## config.mk

```make
export PLATFORM = sky130hd
export DESIGN_NAME = spi_master_gen2
export DESIGN_NICKNAME = d
export VERILOG_FILES = /design/src/rtl/spi_master_gen2.sv
export SDC_FILE = /design/constraint.sdc
export NUM_CORES = 1
export LEC_CHECK = 0
export ABC_AREA = 1
export BUFFER_PORTS_ARGS = -buffer_cell sky130_fd_sc_hd__buf_2
export CAP_MARGIN = 15
export CORE_MARGIN = 2
export CORE_UTILIZATION = 35
export CTS_CLUSTER_SIZE = 16
export DETAILED_ROUTE_END_ITERATION = 12
export PLACE_DENSITY_LB_ADDON = 0.15
export SYNTH_ARGS = -nofsm -noshare
export SYNTH_HDL_FRONTEND = slang
export SYNTH_SLANG_ARGS = --single-unit
```

## constraint.sdc

```tcl
create_clock -name clk -period 2.4 [get_ports clk]
set_input_delay 0.24 -clock clk [delete_from_list [all_inputs] [get_ports clk]]
set_output_delay 0.24 -clock clk [all_outputs]
set_load 0.1 [all_outputs]
```

## src/rtl/spi_master_gen2.sv

```systemverilog
// SPI master: one DATA_WIDTH frame per accepted start, all CPOL/CPHA modes, MSB/LSB first, decoded active-low chip selects.
// Latency: done pulses (2*DATA_WIDTH+2)*(clk_div+1)+1 clk after start (one SETUP slot fewer when re-using a held CS).
// Backpressure: start is accepted only in IDLE; a start while busy is dropped, so the caller must wait for done.
//
// Ports:
//   clk, rst                    clock, asynchronous active-high reset
//   start                       one-cycle frame request (ignored while busy)
//   cpol, cpha, lsb_first       SPI mode and bit order, latched at start
//   cs_hold, cs_release         keep CS low after the frame / drop a held CS while idle
//   cs_sel, clk_div, data_in    target select, SCK half-period minus one, transmit frame
//   miso / sck, mosi, cs_n      serial interface
//   busy, done, data_out        status and last received frame
module spi_master_gen2 #(
  parameter int DATA_WIDTH = 8,
  parameter int DIV_WIDTH  = 8,
  parameter int NUM_CS     = 4,
  parameter int CS_WIDTH   = (NUM_CS > 1) ? $clog2(NUM_CS) : 1
) (
  input  logic                  clk,
  input  logic                  rst,
  input  logic                  start,
  input  logic                  cpol,
  input  logic                  cpha,
  input  logic                  lsb_first,
  input  logic                  cs_hold,
  input  logic                  cs_release,
  input  logic [CS_WIDTH-1:0]   cs_sel,
  input  logic [DIV_WIDTH-1:0]  clk_div,
  input  logic [DATA_WIDTH-1:0] data_in,
  input  logic                  miso,
  output logic                  sck,
  output logic                  mosi,
  output logic [NUM_CS-1:0]     cs_n,
  output logic                  busy,
  output logic                  done,
  output logic [DATA_WIDTH-1:0] data_out
);

  localparam int EDGES = 2 * DATA_WIDTH;
  localparam int EW    = $clog2(EDGES + 1);

  typedef enum logic [1:0] {IDLE, SETUP, TRANSFER, TRAIL} state_t;
  state_t state, state_nxt;

  // Per-frame configuration, frozen at start acceptance
  logic                  cpol_q, cpha_q, lsb_q, hold_q;
  logic [CS_WIDTH-1:0]   sel_q;
  logic [DIV_WIDTH-1:0]  div_q;

  logic [DIV_WIDTH-1:0]  div_cnt;
  logic [EW-1:0]         edge_cnt;     // SCK edges already produced this frame
  logic [DATA_WIDTH-1:0] tx_sr, rx_sr;
  logic                  held_vld;     // a CS is still low from a cs_hold frame
  logic [CS_WIDTH-1:0]   held_idx;

  logic                  wrap, last_edge, odd_edge, tx_edge, do_sample, do_shift, reuse_cs;
  logic [NUM_CS-1:0]     sel_dec;

  assign wrap      = (div_cnt == div_q);
  assign last_edge = (edge_cnt == EW'(EDGES - 1));
  assign odd_edge  = ~edge_cnt[0];     // the edge about to happen is 1,3,5,...
  assign tx_edge   = (state == TRANSFER) && wrap;

  // CPHA=0: sample on odd edges, shift on even ones except the very last.
  // CPHA=1: shift on odd edges except the first (bit 0 is already on mosi), sample on even ones.
  assign do_sample = tx_edge && (cpha_q ? !odd_edge : odd_edge);
  assign do_shift  = tx_edge && (cpha_q ? (odd_edge && (edge_cnt != '0)) : (!odd_edge && !last_edge));

  // A simultaneous cs_release forces the full release/SETUP path even for the same index.
  assign reuse_cs = held_vld && !cs_release && (cs_sel == held_idx);

  assign mosi = lsb_q ? tx_sr[0] : tx_sr[DATA_WIDTH-1];
  assign busy = (state != IDLE);

  // Out-of-range selects decode to all-ones, so no chip select is driven.
  always_comb begin
    sel_dec = '1;
    for (int i = 0; i < NUM_CS; i++) begin
      if (cs_sel == CS_WIDTH'(i)) sel_dec[i] = 1'b0;
    end
  end

  always_ff @(posedge clk or posedge rst) begin
    if (rst) state <= IDLE;
    else     state <= state_nxt;
  end

  always_comb begin
    state_nxt = state;
    case (state)
      IDLE:     if (start)             state_nxt = reuse_cs ? TRANSFER : SETUP;
      SETUP:    if (wrap)              state_nxt = TRANSFER;
      TRANSFER: if (wrap && last_edge) state_nxt = TRAIL;
      TRAIL:    if (wrap)              state_nxt = IDLE;
      default:                         state_nxt = IDLE;
    endcase
  end

  always_ff @(posedge clk or posedge rst) begin
    if (rst) begin
      sck      <= 1'b0;
      cs_n     <= '1;
      done     <= 1'b0;
      data_out <= '0;
      cpol_q   <= 1'b0;
      cpha_q   <= 1'b0;
      lsb_q    <= 1'b0;
      hold_q   <= 1'b0;
      sel_q    <= '0;
      div_q    <= '0;
      div_cnt  <= '0;
      edge_cnt <= '0;
      tx_sr    <= '0;
      rx_sr    <= '0;
      held_vld <= 1'b0;
      held_idx <= '0;
    end else begin
      done <= 1'b0;

      // Each wrap is one SCK edge or timing slot; every state starts a fresh slot.
      if (state == IDLE || state_nxt != state || wrap) div_cnt <= '0;
      else                                              div_cnt <= div_cnt + 1'b1;

      case (state)
        IDLE: begin
          sck      <= cpol;
          edge_cnt <= '0;
          if (start) begin
            cpol_q <= cpol;
            cpha_q <= cpha;
            lsb_q  <= lsb_first;
            hold_q <= cs_hold;
            sel_q  <= cs_sel;
            div_q  <= clk_div;
            tx_sr  <= data_in;
            rx_sr  <= '0;
            // One register update drops the old CS and drives the new one,
            // so two selects can never be low together.
            if (!reuse_cs) begin
              cs_n     <= sel_dec;
              held_vld <= 1'b0;
            end
          end else if (cs_release) begin
            cs_n     <= '1;
            held_vld <= 1'b0;
          end
        end
        SETUP: sck <= cpol_q;
        TRANSFER: begin
          if (wrap) begin
            sck      <= ~sck;
            edge_cnt <= edge_cnt + 1'b1;
          end
          // Receive bits enter opposite the transmit end to land in natural order.
          if (do_sample) rx_sr <= lsb_q ? {miso, rx_sr[DATA_WIDTH-1:1]} : {rx_sr[DATA_WIDTH-2:0], miso};
          if (do_shift)  tx_sr <= lsb_q ? (tx_sr >> 1) : (tx_sr << 1);
        end
        TRAIL: begin
          sck <= cpol_q;
          if (wrap) begin
            done     <= 1'b1;
            data_out <= rx_sr;
            if (hold_q) begin
              held_vld <= (cs_n != '1);
              held_idx <= sel_q;
            end else begin
              cs_n     <= '1;
              held_vld <= 1'b0;
            end
          end
        end
        default: ;
      endcase
    end
  end

endmodule

```

==> key figures, run 1 <==
Worst setup path
  • Worst reg2reg path startpoint: lsb_q
  • Endpoint type of the worst setup path: primary output
  • Crit Path Max Fanout: 24
  • Critical Path RT: 2160 ps
  • Startpoint types: flop
  • R2R cell count: 4
  • R2r endpoint: tx_sr[3]
  • Critical path type: flop to primary output
  • Reg2reg setup slack: 620 ps
  • Crit path DAT: 1730 ps

Timing
  • Clock skew: 7.76 ps
  • Slew headroom: 57.4%
  • Worst slew pin tran: 639 ps
  • Final hold vios: 0
  • Peak Freq: 0.507 GHz
  • Fin Setup TNS: 0 ps
  • Final worst path period need: 1970 ps
  • Period utilization: 82.2%
  • RSZ-0062 raised after global routing: false
  • Final Setup Violations: 0
  • Fin. max-slew vios: 0

Layout
  • Nets: 464
  • Layout cell share with drive strength beyond 1: 24.9%
  • Area Overhead vs Synth: 16.4%
  • Finished Core Util: 41.4%
  • Commonest non-fill, non-tap cells in the layout: nand2_1 (109), dfrtp_1 (58), inv_1 (43)
  • Sequential cell area: 1560 um2
  • # diodes: 0
  • Commonest non-fill, non-tap cell in the layout: nand2_1
  • Layout fillers: 948
  • Multi-input gate area: 1410 um2

Synth
  • Prevailing post-synth register cell: dfrtp_1
  • Synth Cell Area: 3220 um2
  • Gate Count Post-Synth: 386
  • Distinct cells, synth: 33
  • EDFF count, synth: 0
  • Mapped Nets: 417
  • Avg Cell Area, Syn: 8.35 um2
  • FF+latch count, synth: 62
  • Yosys warns: 0
  • Seq/Total Area, Yosys: 48.3%
  • Ys async rst share: 100%

Clock tree
  • CTS tree: done
  • Maximum clock path buffer count: 2
  • Worst-path clk slew: 70 ps
  • Clock root buffer: clkbuf_8
  • Post-CTS Setup Repair Bufs: 0
  • CTS H-tree depth: 3
  • Worst-Skew Late Latency: 340 ps
  • Inserted Clock Buffers: 9
  • # resized after CTS: 0
  • CTS sink cnt: 62

Global route
  • Total grt overflow: 0
  • Initial antenna violation count: 0
  • Gr usage total: 15.0%
  • Largest net degree at the start of global routing: 39
  • Vias in the first global route: 2416
  • First-pass GRT wire length: 11700 um

Drt
  • DRT Pass-1 Iters: 5
  • Initial DRC count: 95
  • WL/cell: 12.4 um
  • Vias after detailed routing: 2576
  • Antenna Violating Nets Remaining: 0
  • # DRC: 0
  • Vias per cell: 4.69
  • Routed WL: 6820 um

Power
  • Total power: 4240 uW
  • Leak: 0.00182 uW
  • Worst vdd ir: 0.593 mV
  • Power Density: 1130 nW/um2

Placement
  • Hpwl dp: 4870 um
  • Port bufs: 42
  • GPL Wtd Cong: 0.854

Min path
  • Hold depth: 3
  • Hold crit path type: input pin to flop
  • HP Start: clk_div[6]
  • Worst Hold Path EP: div_q[6]

Die
  • Core area: 9060 um2
  • Initial Util: 35.6%
  • Die span in y: 100 um
  • Die X: 100 um
  • Rows: 35
  • Ports: 43
  • Die area: 9990 um2

Status
  • Outcome: finished clean

Job
  • Max-cap check violation count: 0
-- registers in the layout, summed over array words and instances, names as in the netlist --
name	flops
sel_q	2
tx_sr	8
cs_n	4
state	2
held_idx	2
hold_q	1
div_cnt	8
div_q	8
done	1
rx_sr	8
data_out	8
cpol_q	1
sck	1
edge_cnt	5
lsb_q	1
cpha_q	1
held_vld	1
-- synthesized netlist by cell type, drive strengths merged, types with 4 or more instances --
cell | number | area (um2)
nand2 | 123 | 517
dfrtp | 58 | 1450
o21ai | 58 | 354
inv | 50 | 188
nor2 | 21 | 96.3
nand3 | 15 | 110
a21oi | 13 | 65.1
nand4 | 6 | 37.5
buf | 5 | 43.8
clkbuf | 4 | 15.0
dfstp | 4 | 105
ha | 4 | 50.1
xnor2 | 4 | 35.0
xor2 | 4 | 35.0
-- cell type report --
class	instances	area share [%]
flip-flops and latches	62	41.5
multi-input cells	263	37.6
repair buffers	45	6.60
inverters	52	5.24
clock buffers	12	4.14
well taps	111	3.70
clock inverters	4	1.20
-- report_power, final --
| group | switching, uW | total (uW) | internal, uW | leakage [uW] |
|---|---|---|---|---|
| sequential | 285 | 1660 | 1370 | 0.000791 |
| combinational | 1150 | 1640 | 492 | 0.000918 |
| clock | 413 | 945 | 532 | 0.000106 |
-- layer usage --
| metal | routed length (um) | part of all wire, % | up-vias | global-route usage (%) |
|---|---|---|---|---|
| met5 | 0 | 0 | - | 0 |
| met4 | 131 | 1.9 | 0 | 7.38 |
| met3 | 308 | 4.5 | 13 | 3.90 |
| met2 | 2870 | 42 | 45 | 21.3 |
| met1 | 3510 | 51 | 1186 | 21.2 |
| li1 | - | - | 1332 | - |
-- worst max-delay path by stage --
| stage | start | endpoint | slack (ps) | depth (start not counted) |
|---|---|---|---|---|
| after floorplan | lsb_q | mosi | 210 | 2 |
| after global placement | lsb_q | tx_sr[3] | 640 | 4 |
| after detailed placement | lsb_q | tx_sr[5] | 620 | 4 |
| after CTS | lsb_q | mosi | 410 | 3 |
| after global routing | lsb_q | mosi | 250 | 3 |
| final | lsb_q | mosi | 430 | 3 |
-- logic make-up (layout without fill, tap and decap cells) --
| kind of cell | count (synthesis) | in the layout | synth area share (%) |
|---|---|---|---|
| AND/OR/NAND/NOR | 170 | 170 | 24.7 |
| AO/OA/AOI/OAI | 81 | 81 | 15.4 |
| flip-flops | 62 | 62 | 48.3 |
| buffers and inverters | 61 | 113 | 7.92 |
| XOR/XNOR | 8 | 8 | 2.17 |
| adder cells (fa/ha/maj) | 4 | 4 | 1.55 |
-- per-stage QoR --
step           instances  cell area (um2)  setup slack, ps  hold slack [ps]
2_1_floorplan        386             3220              210              357
6_report             549             3750              428              104
5_1_grt              549             3750              250             97.8
3_3_place_gp         532             3540              642              334
3_5_place_dp         532             3540              624              340
4_1_cts              549             3750              412             91.5
-- worst max-delay path, cell delays in order (launching register included) --
cell and delay, ps:
dfrtp_1 750, nand2_1 100, o21ai_1 100, buf_2 450
-- repair_timing --
action | in CTS | in global routing
endpoints found under the hold margin | 20 | 0
setup endpoints to repair | 0 | 0
hold buffers | 1 | 0
No activity file was read; power rests on OpenSTA's default activity.
==> run 2: changes to the inputs <==
==> constraint.sdc (replaced) <==
create_clock -name clk -period 1.8 [get_ports clk]
set_input_delay 0.18 -clock clk [delete_from_list [all_inputs] [get_ports clk]]
set_output_delay 0.18 -clock clk [all_outputs]
set_load 0.1 [all_outputs]
==> run 2 against run 1 <==
Clock-buffer cell count is 3 lower; clock power increased by 25%; non-clock buffer count up 6; largest power group is now combinational cells; via count up 0.27%; sequential share of layout area is 0.70 points lower; critical path type unchanged; total power rose by 34%; critical endpoint unchanged; first-iteration DRC count rose by 16%; setup slack lost 280 ps; design area grew 1.8%.
==> key figures, run 2 (synthesis gave the netlist of run 1 again) <==
Status
  • Outcome: finished clean

Die
  • Core area: 9060 um2
  • Rows: 35
  • Die X: 100 um
  • Die span in y: 100 um
  • Die area: 9990 um2
  • Initial Util: 35.6%
  • Ports: 43

Timing
  • Final Setup Violations: 0
  • Fin Setup TNS: 0 ps
  • Final critical-path setup slack: 150 ps
  • RSZ-0062 raised after global routing: false
  • Clock skew: 7.12 ps
  • Fin. max-slew vios: 0
  • Peak Freq: 0.606 GHz
  • Worst slew pin tran: 592 ps
  • Final worst path period need: 1650 ps
  • Final hold vios: 0
  • Period utilization: 91.7%
  • Slew headroom: 60.2%

Power
  • Sequential share of power: 38.2%
  • Internal power: 3190 uW
  • Power Density: 1490 nW/um2
  • Leak: 0.00185 uW
  • Combinational Power Share: 40.9%
  • Sw power: 2500 uW
  • Switching fraction of total power: 44.0%
  • Clk pwr share: 20.8%
  • Worst vdd ir: 0.786 mV

Drt
  • DRT Pass-1 Iters: 4
  • Routed WL: 6830 um
  • Vias after detailed routing: 2583
  • Antenna Violating Nets Remaining: 0
  • WL/cell: 12.3 um
  • Vias per cell: 4.65
  • Initial DRC count: 110
  • # DRC: 0

Layout
  • Area Overhead vs Synth: 18.5%
  • Layout cell share with drive strength beyond 1: 26.6%
  • # diodes: 0
  • Nets: 470
  • Commonest non-fill, non-tap cell in the layout: nand2_1
  • Commonest non-fill, non-tap cells in the layout: nand2_1 (109), dfrtp_1 (57), inv_1 (43)

Clock tree
  • Worst-Skew Late Latency: 340 ps
  • Worst-path clk slew: 70 ps
  • Clock root buffer: clkbuf_8
  • Inserted Clock Buffers: 9
  • CTS tree: done
  • Maximum clock path buffer count: 2
  • CTS sink cnt: 62
  • Post-CTS Setup Repair Bufs: 0
  • CTS H-tree depth: 3

Placement
  • Port bufs: 42
  • Hpwl dp: 5200 um
  • Pre-CTS setup slack: 146 ps
  • GPL Wtd Cong: 0.827

Worst setup path
  • Crit Path Max Fanout: 16
  • Critical path type: flop to primary output
  • Crit path DAT: 1470 ps
  • Worst reg2reg path startpoint: edge_cnt[0]
  • Startpoint types: flop
  • R2r endpoint: tx_sr[2]
  • Reg2reg setup slack: 190 ps
  • Critical Path RT: 1620 ps
  • Endpoint type of the worst setup path: primary output
  • R2R cell count: 10

Min path
  • Hold depth: 3
  • Hold crit path type: input pin to flop
  • Worst Hold Path EP: div_q[4]
  • HP Start: clk_div[4]

Global route
  • Total grt overflow: 0
  • First-pass GRT wire length: 11900 um
  • Initial antenna violation count: 0
  • Gr usage total: 15.2%
  • Vias in the first global route: 2520
  • Largest net degree at the start of global routing: 23

Job
  • Max-cap check violation count: 0
run 2: timing repair:
action                                  CTS  global route
endpoints found under the setup margin    0             8
gates resized for setup                   0             2
endpoints found under the hold margin    15             0
hold buffers                              1             0
run 2: worst max-delay path by stage:
stage                           start        to
after floorplan                   rst    cpha_q
after global placement    edge_cnt[0]  tx_sr[5]
after detailed placement  edge_cnt[0]  tx_sr[2]
after CTS                       lsb_q      mosi
after global routing            lsb_q      mosi
final                           lsb_q      mosi
run 2: area by class of cell:
type	count	area [um2]
well taps	111	139
flip-flops and latches	62	1560
inverters	52	196
clock inverters	7	65.1
multi-input cells	263	1430
fillers	915	5250
repair buffers	51	308
clock buffers	9	124
run 2: power groups by stage:
stage | Sequential (uW) | Clock, uW | Combinational (uW)
after floorplan | 2510 | 0 | 1560
after global placement | 2200 | 0 | 2330
after detailed placement | 2200 | 0 | 2350
after CTS | 2180 | 1230 | 2360
after global routing | 2240 | 1290 | 2620
final | 2180 | 1180 | 2330
run 2: worst max-delay path, cell delays in order, from the launching register on:
cell     delay, ps
dfrtp_1        510
buf_4          260
nand2_1         80
o21ai_2         80
buf_12         190
run 2: per-stage QoR:
step	total power [uW]	utilization [%]	instances	cell area [um2]	hold slack [ps]
after floorplan	4070	-	386	3230	297
after global placement	4540	39.8	538	3610	207
after detailed placement	4550	39.8	538	3610	210
after CTS	5770	42.0	555	3810	29.7
after global routing	6150	42.1	555	3820	40.9
final	5690	42.1	555	3820	46.9
run 2: metal layers:
| layer | vias to the layer above | global-route usage [%] | wire [um] |
|---|---|---|---|
| met3 | 8 | 2.99 | 234 |
| met5 | - | 0 | 0 |
| met1 | 1183 | 20.8 | 3480 |
| met2 | 41 | 23.7 | 3030 |
| li1 | 1351 | - | - |
| met4 | 0 | 6.64 | 78 |
==> run 3: changes to the inputs <==
--- a/config.mk
+++ b/config.mk
@@ -9,10 +9,10 @@
 export BUFFER_PORTS_ARGS = -buffer_cell sky130_fd_sc_hd__buf_2
 export CAP_MARGIN = 15
 export CORE_MARGIN = 2
-export CORE_UTILIZATION = 35
+export CORE_UTILIZATION = 45
 export CTS_CLUSTER_SIZE = 16
 export DETAILED_ROUTE_END_ITERATION = 12
-export PLACE_DENSITY_LB_ADDON = 0.15
+export PLACE_DENSITY = 0.78
 export SYNTH_ARGS = -nofsm -noshare
 export SYNTH_HDL_FRONTEND = slang
 export SYNTH_SLANG_ARGS = --single-unit
==> run 3 against run 2 <==
Clock-buffer cell count is the same; first-iteration DRC count grew 23%; sequential cell count did not move; setup slack better by 37 ps; global-route usage up 2.7 points; non-clock buffer count is 2 lower; wire length is 7.9% lower; via count rose by 2.5%; die area shrank 21%; clock skew rose by 4.2 ps; critical path depth increased by 6; critical endpoint is now tx_sr[3]; largest cell class unchanged.
==> key figures, run 3 (synthesis gave the netlist of run 1 again) <==
Status
  • Outcome: finished clean

Worst setup path
  • Crit path DAT: 1890 ps
  • Critical-path cell list: ha_1, nand2_1, nor2_1, ha_1, inv_1, nand2_1, nand3_2, nand2_8, nand2_1, o21ai_2
  • CP startpoint: edge_cnt[0]
  • Reg2reg setup slack: 190 ps
  • Critical Path RT: 2080 ps
  • Slowest cell on the critical path: dfrtp_1
  • Crit Path Max Fanout: 16
  • Startpoint types: flop
  • Worst reg2reg path startpoint: edge_cnt[0]
  • Endpoint type of the worst setup path: flop
  • Critical path type: flop to flop
  • Critical Path Most Common Cell: nand2_1
  • R2r endpoint: tx_sr[3]
  • Worst path max stage delay: 440 ps
  • R2R cell count: 10

Die
  • Die X: 88.6 um
  • Initial Util: 46.9%
  • Rows: 30
  • Die area: 7860 um2
  • Ports: 43
  • Core area: 6870 um2
  • Die span in y: 88.6 um

Placement
  • Pre-CTS setup slack: 154 ps
  • Port bufs: 42
  • GPL Wtd Cong: 0.886
  • Hpwl dp: 4650 um

Clock tree
  • CTS sink cnt: 62
  • CTS tree: done
  • Worst-path clk slew: 70 ps
  • Worst-Skew Late Latency: 350 ps
  • Inserted Clock Buffers: 9
  • Clock root buffer: clkbuf_8
  • CTS H-tree depth: 3
  • Maximum clock path buffer count: 2

Layout
  • # diodes: 0
  • Layout fillers: 604
  • Nets: 468
  • Finished Core Util: 55.2%
  • Commonest non-fill, non-tap cells in the layout: nand2_1 (109), dfrtp_1 (58), inv_1 (43)
  • Area Overhead vs Synth: 17.7%
  • Commonest non-fill, non-tap cell in the layout: nand2_1
  • Layout cell share with drive strength beyond 1: 26.0%

Global route
  • Initial antenna violation count: 0
  • Vias in the first global route: 2529
  • First-pass GRT wire length: 11000 um
  • Total grt overflow: 0
  • Gr usage total: 18.0%
  • Largest net degree at the start of global routing: 42

Drt
  • Routed met1 length: 2980 um
  • Antenna Violating Nets Remaining: 0
  • Metal2 WL: 2910 um
  • Vias per cell: 4.92
  • Initial DRC count: 135
  • Vias after detailed routing: 2647
  • Met3 wire length: 281 um
  • WL/cell: 11.7 um
  • Routed WL: 6290 um
  • DRT Pass-1 Iters: 4
  • Top sig layer: met4
  • # DRC: 0

Min path
  • Hold depth: 3
  • Hold crit path type: input pin to flop
  • Worst Hold Path EP: div_q[2]
  • HP Start: clk_div[2]

Power
  • Leak: 0.00184 uW
  • Power Density: 1510 nW/um2
  • Total power: 5740 uW
  • Worst vdd ir: 0.486 mV

Timing
  • Peak Freq: 0.620 GHz
  • Period utilization: 89.6%
  • Fin Setup TNS: 0 ps
  • Final Setup Violations: 0
  • Final worst path period need: 1610 ps
  • Fin. max-slew vios: 0
  • Final hold vios: 0
  • RSZ-0062 raised after global routing: false
  • Final critical-path setup slack: 187 ps
  • Slew headroom: 61.9%
  • Worst slew pin tran: 567 ps
  • Clock skew: 11.4 ps

Job
  • Max-cap check violation count: 0
[run 3: cell count changes in the layout (fill, tap and decap cells not counted)]
cell | previous run | this run
clkinv_4 | 0 | 2
clkinvlp_4 | 2 | 3
dfrtp_1 | 57 | 58
clkinv_2 | 5 | 2
dfrtp_2 | 1 | 0
buf_4 | 7 | 5
[run 3: worst max-delay path: cells and delay by family (launching register included)]
family	cells	cell delay [ps]
AOI/OAI and AO/OA	1	60
adders and majority gates	2	390
buffers and inverters	1	40
DFF	1	440
and+or+nand+nor	6	620
[run 3: cell type report]
cell class | count | area (um2) | area share [%]
Sequential cell | 62 | 1560 | 41.0
Multi-Input combinational cell | 263 | 1430 | 37.7
Timing Repair Buffer | 49 | 293 | 7.72
Inverter | 52 | 196 | 5.18
Clock buffer | 9 | 124 | 3.27
Tap cell | 96 | 120 | 3.17
Clock inverter | 7 | 75.1 | 1.98
[run 3: power breakdown]
part / leakage, uW / switching [uW] / internal (uW) / total [uW]
combinational: 0.000954 / 1630 / 727 / 2360
sequential: 0.000791 / 326 / 1830 / 2160
clock: 0.0000914 / 583 / 640 / 1220
[run 3: worst max-delay path by stage]
stage / end / slack [ps] / cells after the start
floorplan: cpha_q / 90 / 1
global route: tx_sr[3] / 30 / 10
detailed placement: tx_sr[3] / 150 / 10
finish: tx_sr[3] / 190 / 10
global placement: tx_sr[5] / 260 / 10
CTS: tx_sr[3] / 150 / 10
[run 3: per-stage QoR]
step	instances	cell area, um2	hold slack (ps)
after detailed placement	521	3580	231
after floorplan	386	3230	297
after global routing	538	3790	35.8
after global placement	521	3580	227
after CTS	538	3780	21.9
final	538	3790	29.4
[run 3: what timing repair did]
| item | 4_1_cts | 5_1_grt |
|---|---|---|
| buffers inserted | 0 | 0 |
| hold buffers | 1 | 0 |
| hold endpoints to repair | 21 | 0 |
| setup endpoints to repair | 0 | 1 |
| gates resized for setup | 0 | 1 |
[run 3: layer usage]
| metal | vias up | global-route usage, % |
|---|---|---|
| li1 | 1345 | - |
| met1 | 1244 | 23.5 |
| met2 | 49 | 28.5 |
| met3 | 9 | 3.54 |
| met4 | 0 | 9.09 |
| met5 | - | 0 |
